File: config.mk
export PLATFORM = sky130hd
export DESIGN_NAME = xup_tri_bus_arbiter_flat
export DESIGN_NICKNAME = d
export VERILOG_FILES = /design/src/rtl/xup_tri_bus_arbiter_if.sv /design/src/rtl/xup_tri_bus_arbiter.sv /design/src/flat_wrapper.sv
export SDC_FILE = /design/constraint.sdc
export NUM_CORES = 1
export LEC_CHECK = 0
export BUFFER_PORTS_ARGS = -buffer_cell sky130_fd_sc_hd__buf_4
export CAP_MARGIN = 40
export CORE_UTILIZATION = 52
export DETAILED_ROUTE_END_ITERATION = 6
export GPL_TIMING_DRIVEN = 0
export HOLD_SLACK_MARGIN = 0.03
export PLACE_DENSITY = 0.75
export SKIP_LAST_GASP = 1
export SYNTH_ARGS = -nofsm -noshare
export SYNTH_HDL_FRONTEND = slang
export SYNTH_SLANG_ARGS = --single-unit
File: constraint.sdc
create_clock -name clk -period 2.4 [get_ports clk]
set_clock_uncertainty 0.05 [all_clocks]
set_input_delay 0.48 -clock clk [delete_from_list [all_inputs] [get_ports clk]]
set_output_delay 0.48 -clock clk [all_outputs]
set_load 0.005 [all_outputs]
File: src/rtl/xup_tri_bus_arbiter_if.sv
// xup_tri_bus_arbiter_if: request/grant bundle between the requesters and the
// tri-state enable arbiter; master is the arbiter side, slave the requester side.
interface xup_tri_bus_arbiter_if #(
   parameter int NREQ = 4,
   parameter int IDXW = 2
);
   logic [NREQ-1:0] req;
   logic [NREQ-1:0] grant;
   logic            bus_en;
   logic [IDXW-1:0] owner;
   logic            busy;
   logic            revoke;
   modport master (input req, output grant, bus_en, owner, busy, revoke);
   modport slave (output req, input grant, bus_en, owner, busy, revoke);
endinterface

File: src/rtl/xup_tri_bus_arbiter.sv
// xup_tri_bus_arbiter: round-robin one-hot tri-state enable generator with DEAD idle cycles
// between owners; XUP_TRI_BUS_ARBITER_TIMEOUT_EN adds a MAX_HOLD revoke when others wait.
module xup_tri_bus_arbiter #(
   parameter int NREQ     = 4,
   parameter int IDXW     = 2,
   parameter int DEAD     = 2,
   parameter int MAX_HOLD = 8
) (
   input logic                   clk,
   input logic                   rst_n,
   xup_tri_bus_arbiter_if.master bus
);
   typedef enum logic [1:0] {IDLE, GRANT, TURN} state_t;
   state_t          state_q;
   logic [IDXW-1:0] ptr_q, owner_q, sel_d, ptr_d, hi_idx, lo_idx;
   logic [NREQ-1:0] grant_q;
   logic [3:0]      dead_q;
   logic            busy_q, found_d, hi_hit;
`ifdef XUP_TRI_BUS_ARBITER_TIMEOUT_EN
   logic [7:0]      hold_q;
   logic            revoke_q;
`endif

   if (IDXW != $clog2(NREQ) || DEAD < 1 || DEAD > 15 || MAX_HOLD < 2 || MAX_HOLD > 255) begin : g_param_check
      $error("xup_tri_bus_arbiter: illegal parameter combination");
   end

   // Lowest set bit at or above ptr wins; otherwise the lowest set bit overall (wrap).
   always_comb begin
      hi_idx  = '0;
      lo_idx  = '0;
      hi_hit  = 1'b0;
      found_d = 1'b0;
      for (int i = NREQ - 1; i >= 0; i--) begin
         if (bus.req[i]) begin
            lo_idx  = IDXW'(i);
            found_d = 1'b1;
         end
         if (bus.req[i] && i >= int'(ptr_q)) begin
            hi_idx = IDXW'(i);
            hi_hit = 1'b1;
         end
      end
      sel_d = hi_hit ? hi_idx : lo_idx;
      ptr_d = (int'(sel_d) == NREQ - 1) ? '0 : sel_d + 1'b1;
   end

   always_ff @(posedge clk or negedge rst_n) begin
      if (!rst_n) begin
         state_q <= IDLE;
         ptr_q   <= '0;
         owner_q <= '0;
         grant_q <= '0;
         dead_q  <= '0;
         busy_q  <= 1'b0;
`ifdef XUP_TRI_BUS_ARBITER_TIMEOUT_EN
         hold_q   <= '0;
         revoke_q <= 1'b0;
`endif
      end else begin
`ifdef XUP_TRI_BUS_ARBITER_TIMEOUT_EN
         revoke_q <= 1'b0;
`endif
         case (state_q)
            IDLE, TURN: begin
               if (state_q == IDLE || dead_q == '0) begin
                  if (found_d) begin
                     grant_q <= NREQ'(1) << sel_d;
                     owner_q <= sel_d;
                     ptr_q   <= ptr_d;
                     busy_q  <= 1'b1;
                     state_q <= GRANT;
`ifdef XUP_TRI_BUS_ARBITER_TIMEOUT_EN
                     hold_q  <= '0;
`endif
                  end else begin
                     busy_q  <= 1'b0;
                     state_q <= IDLE;
                  end
               end else begin
                  dead_q <= dead_q - 4'd1;
               end
            end
            GRANT: begin
               if ((bus.req & grant_q) == '0) begin
                  grant_q <= '0;
                  dead_q  <= 4'(DEAD - 1);
                  state_q <= TURN;
               end
`ifdef XUP_TRI_BUS_ARBITER_TIMEOUT_EN
               else if (hold_q == 8'(MAX_HOLD - 1) && (bus.req & ~grant_q) != '0) begin
                  grant_q  <= '0;
                  dead_q   <= 4'(DEAD - 1);
                  state_q  <= TURN;
                  revoke_q <= 1'b1;
               end else if (hold_q != 8'(MAX_HOLD - 1)) begin
                  hold_q <= hold_q + 8'd1;
               end
`endif
            end
            default: state_q <= IDLE;
         endcase
      end
   end

   assign bus.grant  = grant_q;
   assign bus.bus_en = |grant_q;
   assign bus.owner  = owner_q;
   assign bus.busy   = busy_q;
`ifdef XUP_TRI_BUS_ARBITER_TIMEOUT_EN
   assign bus.revoke = revoke_q;
`else
   assign bus.revoke = 1'b0;
`endif
endmodule

File: src/flat_wrapper.sv
// flat-port wrapper written by rule: the top's interface ports become plain ports
module xup_tri_bus_arbiter_flat 
#(
   parameter int NREQ     = 4,
   parameter int IDXW     = 2,
   parameter int DEAD     = 2,
   parameter int MAX_HOLD = 8
)
  (clk, rst_n, bus_req, bus_grant, bus_bus_en, bus_owner, bus_busy, bus_revoke);
  xup_tri_bus_arbiter_if #(.NREQ(NREQ), .IDXW(IDXW)) bus_i ();
  input logic clk;
  input logic rst_n;
  input wire logic [$bits(bus_i.req)-1:0] bus_req;
  output wire logic [$bits(bus_i.grant)-1:0] bus_grant;
  output wire logic [$bits(bus_i.bus_en)-1:0] bus_bus_en;
  output wire logic [$bits(bus_i.owner)-1:0] bus_owner;
  output wire logic [$bits(bus_i.busy)-1:0] bus_busy;
  output wire logic [$bits(bus_i.revoke)-1:0] bus_revoke;
  assign bus_i.req = bus_req;
  assign bus_grant = bus_i.grant;
  assign bus_bus_en = bus_i.bus_en;
  assign bus_owner = bus_i.owner;
  assign bus_busy = bus_i.busy;
  assign bus_revoke = bus_i.revoke;
  xup_tri_bus_arbiter #(.NREQ(NREQ), .IDXW(IDXW), .DEAD(DEAD), .MAX_HOLD(MAX_HOLD)) u_core (.clk(clk), .rst_n(rst_n), .bus(bus_i));
endmodule
======== Word-level counts from Yosys, hierarchy flattened ========
Index checks and enable logic that the tools add are counted.
operators by class
  multiply operators ...................... 0
  shift-type cells ........................ 1
  divide/modulo/power cells ............... 0
  reductions and logical operators ........ 15
  order comparisons ....................... 3
  bitwise gates (word level) .............. 1
  equal/unequal tests ..................... 7
  mux-type cells .......................... 28
  $add $sub $neg .......................... 2
operators by type and width
  cell                                                                   number
  2-bit 2-to-1 mux                                                       11
  4-bit 2-to-1 mux                                                       5
  4-bit case mux with 2 select lines                                     2
  1-bit 2-to-1 mux                                                       9
  4-bit logical NOT                                                      2
  2-bit by 1-bit != test with 1-bit output (second input constant)       3
  3-bit AND reduction                                                    2
  4-bit bitwise AND                                                      1
  2-bit by 1-bit == test with 1-bit output (second input constant)       2
  1-bit by 2-bit >= comparator with 1-bit output (first input constant)  2
  2-bit case mux with 2 select lines                                     1
  2-bit AND reduction                                                    2
  4-bit AND reduction                                                    1
  4-bit OR reduction                                                     1
  1-bit by 2-bit left shift with 4-bit output (first input constant)     1
  4-bit by 1-bit subtractor with 4-bit output (second input constant)    1
  1-bit logical AND                                                      3
  2-bit by 1-bit adder with 2-bit output (second input constant)         1
  2-bit == test (second input constant)                                  1
  2-bit >= comparator (first input constant)                             1
  2-bit logical NOT                                                      1
  2-bit != test (second input constant)                                  1
  2-bit nonzero test                                                     1
  2-bit OR reduction                                                     1
  1-bit logical OR                                                       1
storage, ports and cells
  input bits .............................. 6
  flip-flop bits (word level) ............. 15
  memories kept ........................... 0
  logic and storage cells ................. 63
  latch bits .............................. 0
  memory bits (writable) .................. 0
  output and inout bits ................... 9
  memory bits (read-only) ................. 0

======== Depth between registers and ports, before layout ========
Gate-level depths: netlist of the first run.
  depth in word-level cells ............... 10
  depth in mapped cells ................... 7
  mapped depth without buffers ............ 6

======== Worst setup path after synthesis of the first run ========
Ideal clock, no wire load.
  kind .................................... flip-flop to flip-flop
  start ................................... reg u_core.dead_q[0]
  end ..................................... reg u_core.owner_q[1], in the netlist u_core.bus.owner[1]
  required time ........................... 2225 ps
  setup time .............................. 125 ps
  data arrival time ....................... 1630 ps
  setup slack ............................. 595 ps
  clock period less this slack ............ 1805 ps
  buffers on the path ..................... 0
  stages on the path, launching flop included .. 6
  cells stage by stage .................... dfrtp_1 > inv_1 > ha_1 > or3b_4 > a211oi_4 > mux2_2
between the ends
  cells in the longest elaborated chain, start to end .. 3
ends and longest elaborated chain
  element                        RTL line                   source
  start, declared                xup_tri_bus_arbiter.sv:17  logic [3:0] dead_q;
  start signal, assigned         xup_tri_bus_arbiter.sv:81  dead_q <= dead_q - 4'd1;
  start signal, assigned         xup_tri_bus_arbiter.sv:87  dead_q <= 4'(DEAD - 1);
  4-bit logical NOT              xup_tri_bus_arbiter.sv:66  if (state_q == IDLE || dead_q == '0) begin
  1-bit logical OR               xup_tri_bus_arbiter.sv:66
  3-bit AND reduction (no line)  -
  end signal, assigned           xup_tri_bus_arbiter.sv:69  owner_q <= sel_d;
  end, declared                  xup_tri_bus_arbiter.sv:15  logic [IDXW-1:0] ptr_q, owner_q, sel_d, ptr_d, hi_idx, lo_idx;
No other way between the ends.
A chain may end at the register's enable or synchronous reset.

======== Final worst setup path of the first run ========
  start ................................... reg u_core.ptr_q[1]
  end ..................................... reg u_core.grant_q[2], in the netlist u_core.bus.grant[2]
between the ends
  cells in the longest elaborated chain, start to end .. 10
  elaborated cells on any way between the ends .. 17
  classes of those cells .................. order compare (3); shift (1); mux (10); reduce/logical (3)
ends and longest elaborated chain
  element                                                                   RTL line                   source
  start, declared                                                           xup_tri_bus_arbiter.sv:15
  start signal, assigned                                                    xup_tri_bus_arbiter.sv:70  ptr_q <= ptr_d;
  2-bit >= comparator                                                       xup_tri_bus_arbiter.sv:39  if (bus.req[i] && i >= int'(ptr_q)) begin
  1-bit logical AND                                                         xup_tri_bus_arbiter.sv:39
  2-bit 2-to-1 mux / 1-bit 2-to-1 mux (equally long branches) (3 in a row)  xup_tri_bus_arbiter.sv:39
  2-bit 2-to-1 mux (*)                                                      xup_tri_bus_arbiter.sv:44  sel_d = hi_hit ? hi_idx : lo_idx;
  named net u_core.sel_d[0]                                                 xup_tri_bus_arbiter.sv:15
  1-bit by 2-bit left shift with 4-bit output (*)                           xup_tri_bus_arbiter.sv:68  grant_q <= NREQ'(1) << sel_d;
  4-bit 2-to-1 mux (*)                                                      xup_tri_bus_arbiter.sv:67  if (found_d) begin
  4-bit 2-to-1 mux (*)                                                      xup_tri_bus_arbiter.sv:66
  4-bit case mux with 2 select lines (*)                                    xup_tri_bus_arbiter.sv:64  case (state_q)
  end signal, assigned                                                      xup_tri_bus_arbiter.sv:68
  end, declared                                                             xup_tri_bus_arbiter.sv:16  logic [NREQ-1:0] grant_q;
The timed path passes the listed nets; every way through them passes the cells marked *. The select of a mux whose other input is x is not followed.

==> metrics.md, run 1 <==
| Metric | Value |
|---|---|
| Synth top cells by count | `dfrtp_1 (15), a22o_1 (7), inv_1 (7)` |
| Final Max Tran Viols | `0` |
| Min Tclk post-route | `1950 ps` |
| Global-route wire length before repair | `2.62 mm` |
| GPL Wtd Cong | `around 0.8` |
| Drt pass-1 iters | `6` |
| Fin. Hold Viols | `0` |
| Yosys warning count | `0` |
| TritonCTS clock tree | `done` |
| Drt initial violations | `18` |
| Yosys cell types | `31` |
| Setup total negative slack | `0 ps` |
| Mapped Area | `811 um^2` |
| Clk sinks | `15` |
| Most numerous cell in the Yosys netlist | `dfrtp_1` |
| Root Driver | `clkbuf_4` |
| Synth area leader | `dfrtp_1` |
| Post-Syn Instances | `between 70 and 80` |
| Final worst-path cycle share | `81.1%` |
| Top cell type's share of synthesized area | `46.3%` |
| Global route overflow | `0` |
| H-tree depth | `1` |
| Largest net degree at the start of global routing | `16` |
| RSZ-0062 raised after global routing | `false` |
| Area Growth Syn to Fin | `18.8%` |
| Vias | `600` |
| Core Area | `1380 um^2` |
| Filler cells | `113` |
| DP Area | `927 um^2` |
| Final wirelength | `1.48 mm` |
| Worst vdd ir | `0.859 mV` |
| Multi-input gate area | `between 300 and 400 um^2` |
| Initial antenna violation count | `0` |
| Worst slew pin tran | `675 ps` |
| Syn Nets | `85` |
| Final ANT Viol Nets | `0` |
| Ranking of synthesized cells by area | `dfrtp_1 (46%), ha_1 (7.7%), a22o_1 (7.6%), inv_1 (3.2%), a211oi_4 (2.5%)` |
| PortBufs | `13` |
| Critical Path Start Type | `flip-flop` |
| Register Area | `roughly 380 um^2` |
| Diodes inserted | `0` |
| Gr usage total | `between 20% and 30%` |
| Vias per cell | `5.61` |
| Die area | `between 1500 and 2000 um^2` |
| Pwr per Cell Area | `1320 nW/um^2` |
| Fmax | `around 510 MHz` |
| Top FF cell, synth | `dfrtp_1` |
| IO Count | `15` |
| Longest Clk Path Bufs | `2` |
| Max_cap viols | `0` |
| Number of global-route vias before repair | `596` |
| Slew margin rel. | `between 50% and 60%` |
| DRC | `0` |
| Worst hold slack | `432 ps` |
| Sequential-to-total area share from yosys stat | `between 40% and 50%` |
| Worst-path maximum fanout | `5` |
| Crit-path max cell delay | `630 ps` |
| TritonCTS Buffers | `3` |
| Min-delay worst type | `flip-flop to flip-flop` |
| Worst-path cell chain | `mux2i_1 > a221oi_1 > inv_1 > ha_1 > a22o_1` |
| Row count | `13` |
| Detailed placement HPWL | `1.17 mm` |
| Final instance area | `963 um^2` |
| Reg clk slew, reported paths | `80 ps` |
| # setup viols final | `0` |
| Synth async-reset ratio | `100%` |
| Number of synthesized flops with an enable pin | `0` |
| Avg Cell Area, Syn | `11.0 um^2` |
| Die height | `41.5 um` |
| Worst skew pair latency | `280 ps` |
| Routed WL per cell | `13.8 um` |
| Critical path capture point type | `flip-flop` |
| Worst Path Class, Setup | `flip-flop to flip-flop` |
| CP required | `2520 ps` |
| Initial Util | `58.6%` |
| Crit-path slowest cell | `a221oi_1` |
| Synth Register Bits | `15` |
| Final net count | `approximately 100` |
| Post-CTS resize count | `0` |
| Share of cells above drive strength 1 | `a little under a quarter` |
| Leak Pwr | `0.480 nW` |
| Crit path DAT | `2070 ps` |
| Die W | `41.5 um` |
| Status | `complete, no violations` |
==> registers in the layout, summed over array words and instances (netlist names) <==
signal	count
u_core.bus.grant	4
u_core.dead_q	4
u_core.bus.owner	2
u_core.ptr_q	2
u_core.state_q	2
u_core.bus.busy	1
==> cell usage in the layout (no fill, tap or decap), drive strengths merged <==
cell type and n:
mux2i 2, or4 1, a22o 7, dlygate4sd3 1, a211oi 1, buf 15, nor3b 1, o2bb2ai 1
and3b 1, inv 7, o21ai 3, nor4 1, nand2b 1, or3b 1, clkbuf 4, xor2 1
nor3 3, a21oi 2, a21o 2, dfrtp 15, nor2 4, a221oi 2, o21a 1, nand2 3
conb 1, ha 5, nand3b 2, nor2b 1, o22ai 1, a221o 1, mux2 1
==> where the power goes <==
group	total (W)	internal, W	leakage, nW	switching, W
registers	0.000491	0.000369	0.187	0.000122
clock network	0.000138	0.0000645	0.0150	0.0000739
logic	0.000639	0.000338	0.278	0.000300
total	0.00127	0.000772	0.480	0.000496
==> final cells by class <==
cell class / instances / area share, %
Multi-Input combinational cell: 50 / 40.5
Sequential cell: 15 / 39.0
Timing Repair Buffer: 14 / 11.2
Clock buffer: 4 / 2.73
Inverter: 7 / 2.73
Buffer: 2 / 1.95
Tap cell: 15 / 1.95
==> metrics by stage <==
step / power [W] / instances / worst slack, ps / utilization, %
after floorplan: 0.000916 / 74 / 595 / -
after global placement: 0.00110 / 102 / 356 / 67.1
after detailed placement: 0.00113 / 102 / 343 / 67.1
after CTS: 0.00128 / 107 / 455 / 69.7
after global routing: 0.00138 / 107 / 279 / 69.7
final: 0.00127 / 107 / 455 / 69.7
==> worst max-delay path: cells and delay by family, from the launching register on <==
| family | cells | cell delay, ps |
|---|---|---|
| multiplexers | 1 | 140 |
| flip-flops | 1 | 450 |
| AO/OA/AOI/OAI | 2 | 830 |
| adder cells (fa/ha/maj) | 1 | 220 |
| buffers and inverters | 1 | 140 |
==> routing by layer <==
metal | vias to the layer above | GRT usage, % | share of wire (%)
li1 | 305 | - | -
met1 | 277 | 27.4 | 51
met2 | 16 | 30.3 | 43
met3 | 2 | 7.83 | 4.9
met4 | 0 | 6.45 | 0.81
met5 | - | 0 | 0
==> path summary, 6_finish.rpt <==
path | cells after the start | slack [ps] | endpoint | from
min in group asynchronous | 2 | 530 | u_core.bus.owner[0] | rst_n
worst min-delay path | 1 | 430 | u_core.bus.busy | u_core.bus.busy
worst min register to register | 1 | 430 | u_core.bus.busy | u_core.bus.busy
max in group asynchronous | 2 | 1600 | u_core.bus.grant[3] | rst_n
worst max-delay path | 5 | 450 | u_core.bus.grant[2] | u_core.ptr_q[1]
worst max register to register | 5 | 450 | u_core.bus.grant[2] | u_core.ptr_q[1]
==> timing repair <==
item,in CTS,in global routing
hold buffers,1,0
endpoints found under the hold margin,15,0
setup endpoints to repair,0,0
buffers inserted,0,0
==> cell families (layout without fill, tap and decap cells) <==
group / count (synthesis) / in the layout / share of synthesized area [%]
compound gates: 21 / 21 / 21.1
buf+inv: 9 / 27 / 5.56
other cells: 1 / 1 / 0.463
simple gates: 19 / 19 / 13.9
flops: 15 / 15 / 46.3
xor+xnor: 1 / 1 / 1.08
mux: 3 / 3 / 3.86
fa+ha+maj: 5 / 5 / 7.72
(Power assumes the default switching activity.)
==> run 2: changes to the inputs <==
- ABC_AREA: default -> 1
- CORE_UTILIZATION: 52 -> 53
- PLACE_DENSITY: 0.75 -> 0.76
- clock period: 2.4 -> 1.8 ns (I/O delays scaled with it)
==> run 2 against run 1 <==
Net effect: sequential cell count stayed put; routed wire length is 18% higher; non-clock buffer count is 2 higher; design area is 8.6% higher; cell count is 33% higher; register-to-register slack worse by 260 ps; critical path type is now flip-flop to output pin; critical endpoint is now bus_bus_en; largest cell class unchanged.
==> metrics.md, run 2 <==
| Metric | Value |
|---|---|
| Setup total negative slack | `0 ps (unchanged)` |
| Worst skew pair latency | `290 ps (was 280 ps)` |
| H-tree depth | `1 (unchanged)` |
| Final wirelength | `1.75 mm (was 1.48 mm)` |
| Vias per cell | `5.25 (was 5.61)` |
| Drt initial violations | `21 (was 18)` |
| Initial Util | `56.7% (was 58.6%)` |
| Util after Layout | `69.4% (was 69.7%)` |
| Gr usage total | `20.9% (was 20.4%)` |
| Fmax | `between 500 and 600 MHz` |
| Die area | `1780 um^2 (was 1720 um^2)` |
| Routed WL per cell | `12.3 um (was 13.8 um)` |
| Core Area | `1510 um^2 (was 1380 um^2)` |
| Final net count | `138 (was 104)` |
| Max_cap viols | `0 (unchanged)` |
| RSZ-0062 raised after global routing | `false (unchanged)` |
| Vias | `745 (was 600)` |
| Global route overflow | `0 (unchanged)` |
| IO Count | `15 (unchanged)` |
| Die height | `42.2 um (was 41.5 um)` |
| Avg Cell Area, Syn | `8.14 um^2 (was 11.0 um^2)` |
| Final worst-path cycle share | `98.6%` |
| Crit path DAT | `1360 ps (was 2070 ps)` |
| Die W | `42.2 um (was 41.5 um)` |
| PortBufs | `13 (unchanged)` |
| Clk sinks | `15 (unchanged)` |
| Worst Path Class, Setup | `flip-flop to output pin (was flip-flop to flip-flop)` |
| Drt pass-1 iters | `4 (was 6)` |
| Final ANT Viol Nets | `0 (unchanged)` |
| Number of global-route vias before repair | `670 (was 596)` |
| Most frequent cells in the layout | `nand2_1 (33), buf_4 (16), dfrtp_1 (15) (was dfrtp_1 (15), buf_4 (14), inv_1 (7), a22o_1 (7), ha_1 (5))` |
| Largest net degree at the start of global routing | `16 (unchanged)` |
| Worst vdd ir | `1.09 mV (was 0.859 mV)` |
| Yosys warning count | `0 (unchanged)` |
| TritonCTS clock tree | `done (unchanged)` |
| Area Growth Syn to Fin | `22.4% (was 18.8%)` |
| Global-route wire length before repair | `2.82 mm (was 2.62 mm)` |
| Diodes inserted | `0 (unchanged)` |
| Pwr per Cell Area | `1650 nW/um^2 (was 1320 nW/um^2)` |
| Detailed placement HPWL | `1.30 mm (was 1.17 mm)` |
| Status | `complete, no violations (unchanged)` |
| Yosys cell types | `24 (was 31)` |
| Synth Register Bits | `15 (unchanged)` |
| Commonest non-fill, non-tap cell in the layout | `nand2_1 (was dfrtp_1)` |
| # setup viols final | `0 (unchanged)` |
| Final Max Tran Viols | `0 (unchanged)` |
| Sequential-to-total area share from yosys stat | `43.9% (was 46.3%)` |
| CP required | `1390 ps (was 2520 ps)` |
| TritonCTS Buffers | `3 (unchanged)` |
| GPL Wtd Cong | `0.914 (was 0.816)` |
| Row count | `14 (was 13)` |
| Worst-path maximum fanout | `2 (was 5)` |
| Critical Path Start Type | `flip-flop (unchanged)` |
| Top cell type's share of synthesized area | `43.9% (was 46.3%)` |
| Number of synthesized flops with an enable pin | `0 (unchanged)` |
| Ranking of synthesized cells by area | `dfrtp_1 (44%), nand2_1 (14%), ha_1 (7.3%), nand3_1 (5.3%), inv_1 (4.8%) (was dfrtp_1 (46%), ha_1 (7.7%), a22o_1 (7.6%), inv_1 (3.2%), a211oi_4 (2.5%))` |
| Synth top cells by count | `nand2_1 (33), dfrtp_1 (15), inv_1 (11) (was dfrtp_1 (15), a22o_1 (7), inv_1 (7))` |
| Leak Pwr | `0.564 nW (was 0.480 nW)` |
| Most numerous cell in the Yosys netlist | `nand2_1 (was dfrtp_1)` |
| Critical path capture point type | `output pin (was flip-flop)` |
| Syn Nets | `116 (was 85)` |
| Synth area leader | `dfrtp_1 (unchanged)` |
| Min Tclk post-route | `about 1800 ps` |
| DRC | `0 (unchanged)` |
| Fin. Hold Viols | `0 (unchanged)` |
| Initial antenna violation count | `0 (unchanged)` |
| Min-delay worst type | `input port to asynchronous set/reset pin (was flip-flop to flip-flop)` |
| Filler cells | `120 (was 113)` |
| Longest Clk Path Bufs | `2 (unchanged)` |
| Mapped Area | `855 um^2 (was 811 um^2)` |
| Post-Syn Instances | `105 (was 74)` |
| Synth async-reset ratio | `100% (unchanged)` |
| Reg clk slew, reported paths | `110 ps (was 80 ps)` |
| Share of cells above drive strength 1 | `24.6% (was 23.9%)` |
| Top FF cell, synth | `dfrtp_1 (unchanged)` |
| Root Driver | `clkbuf_4 (unchanged)` |
-- run 2: report_power, final --
group / switching, W / internal (W)
combinational: 0.000535 / 0.000401
clock: 0.000124 / 0.0000844
sequential: 0.000101 / 0.000477
-- run 2: final cells by class --
type | count | area (um^2) | area share (%)
Multi-Input combinational cell | 76 | 425 | 40.7
Sequential cell | 15 | 375 | 35.9
Inverter | 13 | 53.8 | 5.14
Clock inverter | 1 | 7.51 | 0.718
Clock buffer | 3 | 22.5 | 2.15
Buffer | 1 | 7.51 | 0.718
Timing Repair Buffer | 17 | 134 | 12.8
Tap cell | 16 | 20.0 | 1.91
-- run 2: critical path, cell delays in order (launching register included) --
cell,delay [ps]
dfrtp_1,410
or4_4,540
buf_6,130
-- run 2: worst paths after layout --
| check | end | slack (ps) | cells after the start | startpoint |
|---|---|---|---|---|
| worst max-delay path | bus_bus_en | 30 | 2 | u_core.bus.grant[1] |
| worst min-delay path | u_core.dead_q[3] | 390 | 2 | rst_n |
| worst max register to register | u_core.ptr_q[1] | 190 | 10 | u_core.ptr_q[1] |
| worst min register to register | u_core.bus.owner[1] | 460 | 2 | u_core.bus.owner[1] |
| max in group asynchronous | u_core.ptr_q[0] | 1120 | 2 | rst_n |
| min in group clk | u_core.state_q[0] | 450 | 5 | bus_req[0] |
-- run 2: logic make-up after synthesis --
kind of cell | count (synthesis) | synth area share, %
AND/OR/NAND/NOR | 56 | 29.9
other | 1 | 0.439
AO/OA/AOI/OAI | 12 | 9.22
XOR/XNOR | 2 | 2.05
buffers and inverters | 14 | 7.17
adder cells (fa/ha/maj) | 5 | 7.32
flip-flops | 15 | 43.9
-- run 2: per-stage QoR --
stage                     power [W]  cell area (um^2)  hold WS, ps  cells  setup slack [ps]
after floorplan             0.00118               855         14.4    105               313
after global placement      0.00143               972          176    134              64.6
after detailed placement    0.00145               972          175    134              33.4
after CTS                   0.00168              1030          405    141              23.6
after global routing        0.00187              1050          404    142              2.67
final                       0.00172              1050          394    142              25.0
-- run 2: metal layers --
layer	up-vias	share of wire (%)	global-route usage [%]
met1	342	49	27.9
met2	22	44	33.4
li1	373	-	-
met3	8	4.5	4.31
met4	0	2.5	8.13
met5	-	0	0
-- run 2: repair_timing --
action | in CTS | in global routing
gates resized for setup | 0 | 3
endpoints found under the hold margin | 15 | 0
pin swaps | 0 | 1
setup endpoints to repair | 1 | 2
hold buffers | 1 | 0
setup buffers | 2 | 1
